## src/rtl/fifo_arb_pkg.sv

```systemverilog
// Shared types and helpers for the fifo write-port arbiter.
// Optional statistics hardware in fifo_wr_arbiter is enabled by defining ARB_STATS_EN.
package fifo_arb_pkg;

  // ARB: round-robin selection between requesters.
  // HOLD: the port is locked to one owner for a burst.
  typedef enum logic {
    ARB  = 1'b0,
    HOLD = 1'b1
  } arb_state_t;

  // Index width for a set of n items; never narrower than one bit.
  function automatic int idx_w(input int n);
    return (n > 1) ? $clog2(n) : 1;
  endfunction

endpackage

```

## src/rtl/fifo_rr_pick.sv

```systemverilog
// Round-robin picker: finds the first active request at or after ptr,
// wrapping modulo NREQ, and returns it as a one-hot vector and an index.
module fifo_rr_pick
  import fifo_arb_pkg::*;
#(
  parameter  int NREQ = 4,
  localparam int PW   = idx_w(NREQ)
) (
  input  logic [NREQ-1:0] req,
  input  logic [PW-1:0]   ptr,
  output logic [NREQ-1:0] gnt,
  output logic [PW-1:0]   winner,
  output logic            any
);

  // Walk the requesters starting at ptr; the first active one wins.
  always_comb begin
    gnt    = '0;
    winner = '0;
    any    = 1'b0;
    for (int k = 0; k < NREQ; k++) begin
      if (!any && req[(int'(ptr) + k) % NREQ]) begin
        any                          = 1'b1;
        winner                       = PW'((int'(ptr) + k) % NREQ);
        gnt[(int'(ptr) + k) % NREQ]  = 1'b1;
      end
    end
  end

endmodule

```

## src/rtl/fifo_wr_arbiter.sv

```systemverilog
// Shares the single fifo write port among NREQ requesters.
// Round-robin per word, with optional locked bursts of up to MAX_BURST words.
// Grant, WREQ and WD are combinational, so an uncontended word moves in the
// same cycle it is requested. Define ARB_STATS_EN to add saturating
// per-requester transfer counters and a full-stall counter.
module fifo_wr_arbiter
  import fifo_arb_pkg::*;
#(
  parameter int NREQ      = 4,
  parameter int DW        = 8,
  parameter int MAX_BURST = 4,
  parameter int CNTW      = 16
) (
  input  logic                 clk,
  input  logic                 rst,
  input  logic [NREQ-1:0]      req,
  input  logic [NREQ-1:0]      lock,
  input  logic [NREQ*DW-1:0]   wd_in,
  output logic [NREQ-1:0]      gnt,
  output logic                 WREQ,
  output logic [DW-1:0]        WD,
  input  logic                 f
`ifdef ARB_STATS_EN
  ,
  output logic [NREQ*CNTW-1:0] stat_gnt,
  output logic [CNTW-1:0]      stat_stall
`endif
);

  localparam int PW = idx_w(NREQ);
  localparam int BW = $clog2(MAX_BURST + 1);

  arb_state_t      state;
  logic [PW-1:0]   ptr;
  logic [PW-1:0]   owner;
  logic [BW-1:0]   bcnt;

  logic [NREQ-1:0] pick_gnt;
  logic [PW-1:0]   pick_winner;
  logic            pick_any;
  logic [NREQ-1:0] xfer_vec;

  fifo_rr_pick #(
    .NREQ (NREQ)
  ) u_pick (
    .req    (req),
    .ptr    (ptr),
    .gnt    (pick_gnt),
    .winner (pick_winner),
    .any    (pick_any)
  );

  // Grant is suppressed in reset and while the fifo is full; in HOLD only the owner may win.
  always_comb begin
    gnt = '0;
    if (rst && !f) begin
      if (state == ARB) begin
        if (pick_any) gnt = pick_gnt;
      end else if (req[owner]) begin
        gnt[owner] = 1'b1;
      end
    end
  end

  assign xfer_vec = req & gnt;
  assign WREQ     = |xfer_vec;

  // Steer the granted requester's slice onto the fifo data bus, zero when idle.
  always_comb begin
    WD = '0;
    for (int i = 0; i < NREQ; i++) begin
      if (xfer_vec[i]) WD = wd_in[i*DW +: DW];
    end
  end

  // Arbitration FSM: pointer advance, burst entry, burst counting and release; everything freezes while full.
  always_ff @(posedge clk or negedge rst) begin
    if (!rst) begin
      state <= ARB;
      ptr   <= '0;
      owner <= '0;
      bcnt  <= '0;
    end else if (!f) begin
      case (state)
        ARB: begin
          if (WREQ) begin
            ptr <= (pick_winner == PW'(NREQ - 1)) ? '0 : pick_winner + PW'(1);
            if (lock[pick_winner] && (MAX_BURST > 1)) begin
              state <= HOLD;
              owner <= pick_winner;
              bcnt  <= BW'(1);
            end
          end
        end
        HOLD: begin
          if (req[owner]) begin
            if (lock[owner] && (int'(bcnt) + 1 < MAX_BURST)) begin
              bcnt <= bcnt + BW'(1);
            end else begin
              state <= ARB;
              bcnt  <= '0;
            end
          end else begin
            state <= ARB;
            bcnt  <= '0;
          end
        end
        default: state <= ARB;
      endcase
    end
  end

`ifdef ARB_STATS_EN
  // Saturating counters for transfers per requester and for cycles stalled on a full fifo.
  always_ff @(posedge clk or negedge rst) begin
    if (!rst) begin
      stat_gnt   <= '0;
      stat_stall <= '0;
    end else begin
      for (int i = 0; i < NREQ; i++) begin
        if (xfer_vec[i] && (stat_gnt[i*CNTW +: CNTW] != {CNTW{1'b1}})) begin
          stat_gnt[i*CNTW +: CNTW] <= stat_gnt[i*CNTW +: CNTW] + CNTW'(1);
        end
      end
      if ((|req) && f && (stat_stall != {CNTW{1'b1}})) begin
        stat_stall <= stat_stall + CNTW'(1);
      end
    end
  end
`else
  // This build carries no statistics hardware.
`endif

endmodule

```

## config.mk

```make
export PLATFORM = sky130hd
export DESIGN_NAME = fifo_wr_arbiter
export DESIGN_NICKNAME = d
export VERILOG_FILES = /design/src/rtl/fifo_arb_pkg.sv /design/src/rtl/fifo_rr_pick.sv /design/src/rtl/fifo_wr_arbiter.sv
export SDC_FILE = /design/constraint.sdc
export NUM_CORES = 1
export LEC_CHECK = 0
export ABC_AREA = 1
export BUFFER_PORTS_ARGS = -buffer_cell sky130_fd_sc_hd__buf_4
export CAP_MARGIN = 20
export CORE_UTILIZATION = 46
export DETAILED_ROUTE_END_ITERATION = 8
export GPL_TIMING_DRIVEN = 0
export PLACE_DENSITY = 0.77
export SLEW_MARGIN = 40
export SYNTH_ARGS = -nofsm -noshare
export SYNTH_HDL_FRONTEND = slang
export SYNTH_HIERARCHICAL = 1
export SYNTH_SLANG_ARGS = --single-unit
```

## constraint.sdc

```tcl
create_clock -name clk -period 2.7 [get_ports clk]
set_clock_uncertainty 0.05 [all_clocks]
set_input_delay 0.27 -clock clk [delete_from_list [all_inputs] [get_ports clk]]
set_output_delay 0.27 -clock clk [all_outputs]
set_load 0.005 [all_outputs]
```

# After elaboration in Yosys (flattened, before gate mapping)
# Cells that the tools add are included.
# op_classes
addsub,6
order_cmp,12
n_eq_ne,3
muxes,58
bitwise,9
n_reduce_logical,21
# op_table
operator,n
$mux W4,8
$mux W8,4
$mux W1,23
$bmux W1 S2,7
$lt A3 B4 Y1 const B,3
$mux W3,4
$or A4 B4 Y4,3
$demux W1 S2,5
$logic_and A1 B1 Y1,10
$mux W2,5
$ge A3 B1 Y1 const B,3
$lt A2 B3 Y1 const B,3
$pmux W3 S2,1
$reduce_and A3 Y1,2
$reduce_or A2 Y1,3
$add A2 B1 Y2 const B,2
$add A2 B2 Y2 const B,2
$add A3 B1 Y4 const B,1
$and A4 B4 Y4,1
$ge A2 B1 Y1 const B,2
$logic_not A1 Y1,4
$lt A4 B3 Y1 const B,1
$reduce_and A4 Y1,1
$reduce_or A4 Y1,1
other kinds (7),10
# word_totals
reg_bits,8
input_bits,43
out_inout_bits,13
elab_cells,113

# Longest topological paths before layout
# logic_depth
word_depth,22
ltp_mapped,18

# Hierarchy
# The synthesis kept the hierarchy.
# by_module_without_submodules
mod,instances,cells_each,area_each_um2,seq_area_each_um2
fifo_wr_arbiter,1,185,1101.1,200.2
fifo_rr_pick,1,74,440.4,0.0

# Worst setup path before layout
# Ideal clock, no wire load.
# synth_path
path_type,flip-flop to output port
startpoint,register ptr[0]
endpoint,output port WD[2]
t_arrival_ns,2.356
required_ns,2.380
slack_ns,0.024
stages_incl_launch_ff,16
path_buffers,1
path_cell_list,dfrtp_1 > inv_2 > ha_1 > inv_1 > nand3_1 > nand2_1 > nor2_1 > a21oi_1 > nand3_1 > nand2_1 > a21oi_2 > nand3_2 > buf_4 > nor2_1 > a21oi_1 > a21oi_1
# synth_between
word_cells_on_any_way,65
cone_classes,add/sub: 3; order compare: 8; mux: 34; bitwise: 7; reduce/logical: 13
# synth_rtl
element,line_no,text
"start, declared",fifo_wr_arbiter.sv:34,logic [PW-1:0] ptr;
"start signal, assigned",fifo_wr_arbiter.sv:87,ptr <= (pick_winner == PW'(NREQ - 1)) ? '0 : pick_winner + PW'(1);
$add A2 B1 Y2,"fifo_rr_pick.sv:22, fifo_rr_pick.sv:25",
$reduce_or A2 Y1 (no source line),n/a,
$and A1 B1 Y1 (no source line),n/a,
$lt A3 B4 Y1 (not written as such) or $ge A3 B1 Y1 (tied branches),fifo_rr_pick.sv:25,gnt[(int'(ptr) + k) % NREQ] = 1'b1;
$logic_and A1 B1 Y1 (not written as such),fifo_rr_pick.sv:25,
$mux W1 (not written as such),fifo_rr_pick.sv:25,
$demux W1 S2,n/a,
$or A4 B4 Y4 (no source line),n/a,
[3 not listed],n/a,
$or A4 B4 Y4 (no source line),n/a,
$mux W4 *,fifo_rr_pick.sv:22,if (!any && req[(int'(ptr) + k) % NREQ]) begin
named net pick_gnt[2],fifo_wr_arbiter.sv:38,logic [NREQ-1:0] pick_gnt;
$mux W4 *,fifo_wr_arbiter.sv:58,if (pick_any) gnt = pick_gnt;
$mux W4 *,fifo_wr_arbiter.sv:57,if (state == ARB) begin
$mux W4 *,fifo_wr_arbiter.sv:56,if (rst && !f) begin
$and A4 B4 Y4 *,fifo_wr_arbiter.sv:65,assign xfer_vec = req & gnt;
$mux W8 * (2 in series),fifo_wr_arbiter.sv:72,if (xfer_vec[i]) WD = wd_in[i*DW +: DW];
"end, declared",fifo_wr_arbiter.sv:21,"output logic [DW-1:0] WD,"
# Mark *: on every way through the listed nets, which the timed path passes. The rest lies on a longest branch. The select of a mux whose other input is x is not followed.

# Final worst setup path
# Ends and elaborated chain as after synthesis.

==> results.md <==
Global route:
- The leftover overflow at the end of global routing is 0.
- The number of antenna violations at the first check in global routing is 0.
- The wire length of the first global-routing pass is 7.341 mm.
- Entering global routing, the biggest net connects 11 pins.
- The via count of the first global-routing pass is 1711.
- For this run, the total global-route usage over all layers was measured as 0.2655.

Logic synthesis:
- Yosys attributes the largest share of cell area to sky130_fd_sc_hd__nand2_1 (21%), sky130_fd_sc_hd__dfrtp_1 (13%), sky130_fd_sc_hd__nor2_1 (7.1%).
- The number of nets produced by synthesis is 309.
- Of the post-synthesis cell area, the dominant cell type holds 0.2119.
- The warning count from the yosys run is 6.
- The share of flip-flops with an asynchronous set or reset is 1.000.
- After synthesis the cells add up to 1541 um2.
- Counting instances in the post-synthesis netlist gives the leading cell types as sky130_fd_sc_hd__nand2_1 (87), sky130_fd_sc_hd__nor2_1 (29), sky130_fd_sc_hd__inv_1 (22), sky130_fd_sc_hd__nand3_1 (21), sky130_fd_sc_hd__a21oi_1 (20).
- By instance count, the leading cell after synthesis is sky130_fd_sc_hd__nand2_1.
- The number of different library cells in the post-synthesis netlist is 25.
- The number of enable flip-flop cells after synthesis is 0.
- Among all flip-flop cells after synthesis, the most frequent one is sky130_fd_sc_hd__dfrtp_1.
- Synthesis produced a netlist whose cell count is 259.
- The sequential area share after synthesis is 0.1299.
- The post-synthesis cell type with the largest combined area is sky130_fd_sc_hd__nand2_1.
- The average instance in the mapped netlist occupies 5.952 um2.
- In this run, synthesis produced a sequential element count of 8.

Die:
- The die boundary width is 59.89 um.
- The count of boundary I/O pins is 56.
- The number of placement rows is 20.
- The height of the chip is 59.89 um.
- The area of the core is 3128 um2.
- For this configuration, the core starts out at a cell density of 0.4928.
- The floorplan step defined a die boundary enclosing 3587 um2.

Routing:
- For this block, the initial DRC count from the detailed router was 127.
- The via count normalized by instance count is 5.114.
- For this block, the via count after detailed routing is 1974.
- Dividing the detail-routed wire length by the instance count gives 12.55 um.
- The post-detailed-route count of antenna-violating nets is 0.
- The total DRC errors in the routed layout is 0.
- The routed wire length is 4.845 mm.
- The first-pass iteration count of the detailed router is 4.

STA:
- The post-route worst hold slack is 0.2300 ns.
- In the post-route analysis, the smallest setup slack over all paths is -0.2781 ns.
- The hold violation total from the final report came to 0.
- The number of pins exceeding their max-slew limit in the final report is 0.
- The count of final setup violators is 14.
- Static timing analysis puts the maximum clock frequency at 335.8 MHz.
- The routed design could run at a clock period as short as 2.978 ns.
- In the finished design, the share of the clock period the worst path needs comes to 1.103.
- Measured against its own limit, the worst slew margin works out to 0.8244.
- For the pin with the worst max-slew slack, the measured transition is 0.2627 ns.
- Setup repair after global routing could not meet its margin everywhere.

Clock tree:
- TritonCTS built the clock tree.
- The root buffer cell is sky130_fd_sc_hd__clkbuf_4.
- In this run the deepest clock path goes through 2 buffers.
- Clock-pin slew was measured on the worst setup and hold paths at 0.06 ns.
- Clock tree synthesis inserted a total of 3 buffers.
- The clock sink total is 8.
- The source-to-sink clock delay at the later pin of the worst-skew pair is 0.26 ns.
- CTS built an H-tree with a depth of 1.

Finish:
- Compared with the post-synthesis result, the final layout area differs by 53.41%.
- The sequential cells in the finished layout cover a total of 202.7 um2.
- The share of layout cells above drive strength 1 is 0.4357.
- The number of filler instances in the final layout is 254.
- Summing all multi-input logic gate instances after layout gives 1286 um2.
- The fraction of the core area covered by cells at the end of the flow is 0.7560.
- 0 antenna diodes ended up in the layout.
- The net total in the final layout is 394.

Setup path:
- The startpoint of the worst-slack reg-to-reg timing path is ptr[0].
- In this run the worst setup path begins at ptr[0].
- The internal reg-to-reg setup slack is -0.07 ns.
- The biggest fanout along the worst timing path is 6.
- Data on the critical path is required at its endpoint by 2.38 ns.
- The critical path is of the flop to output pin type.
- STA classifies the critical path startpoint as a flop.
- The element type at the critical path end is an output pin.
- For the worst setup path, the data arrival time is 2.66 ns.

Power:
- The internal power contribution is 0.0009685 W.
- The part of the power in combinational logic is 0.858.
- Of the total power, the share spent switching nets is 0.5341.
- The switching power is 0.001110 W.
- The share of power burned in registers is 0.097.
- For this design the static power due to leakage is 1.236 nW.
- The proportion of power drawn by the clock network is 0.045.
- The power per unit of standard cell area is 879.1 nW/um2.
- VDD sags by at most 632.5 uV.

Run status:
- The run finished, with violations left.
- The final reports fail on setup timing.

Placement:
- At the end of routability-driven placement, the weighted congestion stood at 0.8602.
- The count of input and output buffers is 55.
- The half-perimeter wire length after placement is 3.246 mm.

Job:
- The tool flagged a number of max-cap violations equal to 0.

Min path:
- In this run the worst hold path is classified as input port to flop.
- The hold path startpoint is f.
==> sequential cells by signal, indices dropped and copies added, names as in the netlist <==
signal  count
bcnt        3
owner       2
ptr         2
state       1
==> placed cells by master (no fill, tap or decap), types with 9 or more instances in the layout <==
cell type | netlist | final
sky130_fd_sc_hd__nand3_1 | 21 | 21
sky130_fd_sc_hd__buf_4 | 2 | 73
sky130_fd_sc_hd__a21oi_1 | 20 | 16
sky130_fd_sc_hd__nor2_1 | 29 | 24
sky130_fd_sc_hd__nand4_1 | 10 | 10
sky130_fd_sc_hd__inv_1 | 22 | 19
sky130_fd_sc_hd__nand2_1 | 87 | 79
sky130_fd_sc_hd__buf_6 | 3 | 9
sky130_fd_sc_hd__nand2_2 | 10 | 18
==> power by group through the flow <==
stage | clock network [W] | logic [W] | registers, W
2_1_floorplan | 0 | 0.00102 | 0.000205
3_3_place_gp | 0 | 0.00133 | 0.000215
3_5_place_dp | 0 | 0.00135 | 0.000217
4_1_cts | 0.0000962 | 0.00165 | 0.000201
5_1_grt | 0.0000981 | 0.00197 | 0.000206
6_report | 0.0000940 | 0.00178 | 0.000201
==> critical path: stages (launching register included) <==
cell	delay (ns)
sky130_fd_sc_hd__dfrtp_2	0.43
sky130_fd_sc_hd__clkinv_4	0.07
sky130_fd_sc_hd__buf_4	0.12
sky130_fd_sc_hd__nand2_2	0.08
sky130_fd_sc_hd__nand3_4	0.12
sky130_fd_sc_hd__nand2_4	0.08
sky130_fd_sc_hd__nor2_4	0.16
sky130_fd_sc_hd__buf_6	0.14
sky130_fd_sc_hd__nand4_1	0.08
sky130_fd_sc_hd__nand3_1	0.08
sky130_fd_sc_hd__nand2_1	0.07
sky130_fd_sc_hd__a21oi_2	0.21
sky130_fd_sc_hd__nand3_4	0.15
sky130_fd_sc_hd__buf_2	0.19
sky130_fd_sc_hd__nor2_1	0.09
sky130_fd_sc_hd__a21oi_1	0.05
sky130_fd_sc_hd__a21oi_1	0.15
sky130_fd_sc_hd__buf_4	0.14
==> metrics by stage <==
step | instance area [um2] | std cells | setup TNS [ns] | setup slack [ns] | total power (W)
floorplan | 1541 | 259 | 0 | 0.02382 | 0.001224
global placement | 2009 | 358 | -4.700 | -0.4201 | 0.001544
detailed placement | 2009 | 358 | -4.852 | -0.4178 | 0.001570
CTS | 2245 | 382 | -1.481 | -0.2097 | 0.001945
global route | 2365 | 386 | -5.206 | -0.4442 | 0.002279
finish | 2365 | 386 | -2.334 | -0.2781 | 0.002079
==> per-layer routing <==
layer / up-vias / GRT usage / share of wire
li1: 1005 / - / -
met1: 885 / 0.3610 / 0.44
met2: 75 / 0.4460 / 0.47
met3: 9 / 0.02597 / 0.068
met4: 0 / 0.06977 / 0.019
met5: - / 0 / 0
==> cell families (layout without fill, tap and decap cells) <==
family                     count (synthesis)  count (layout)  share of synthesized area
buffers and inverters                     34             117                     0.1071
DFF                                        8               8                     0.1299
adders and majority gates                  7               7                    0.05682
AOI/OAI and AO/OA                         33              33                     0.1299
and+or+nand+nor                          177             177                     0.5763
==> layout make-up <==
cell class,instances,area share
clock buffer,3,0.009524
timing repair buffer,80,0.2608
sequential,8,0.08571
inverter,29,0.05450
buffer,5,0.02222
multi-input combinational,217,0.5439
tap,44,0.02328
==> what timing repair did <==
item,in CTS,in global routing
hold endpoints to repair,8,0
resized for setup,17,27
pin swaps,22,20
setup endpoints to repair,21,18
hold buffers,1,0
buffers inserted,18,3
gates cloned,2,1
==> final timing paths <==
kind	cells past startpoint	end
min reg2reg	2	bcnt[1]
min in group asynchronous	2	owner[1]
max	17	WD[2]
max reg2reg	21	owner[1]
min	4	ptr[1]
max in group asynchronous	2	ptr[1]
Note: power is estimated with default switching activity, not from simulation.
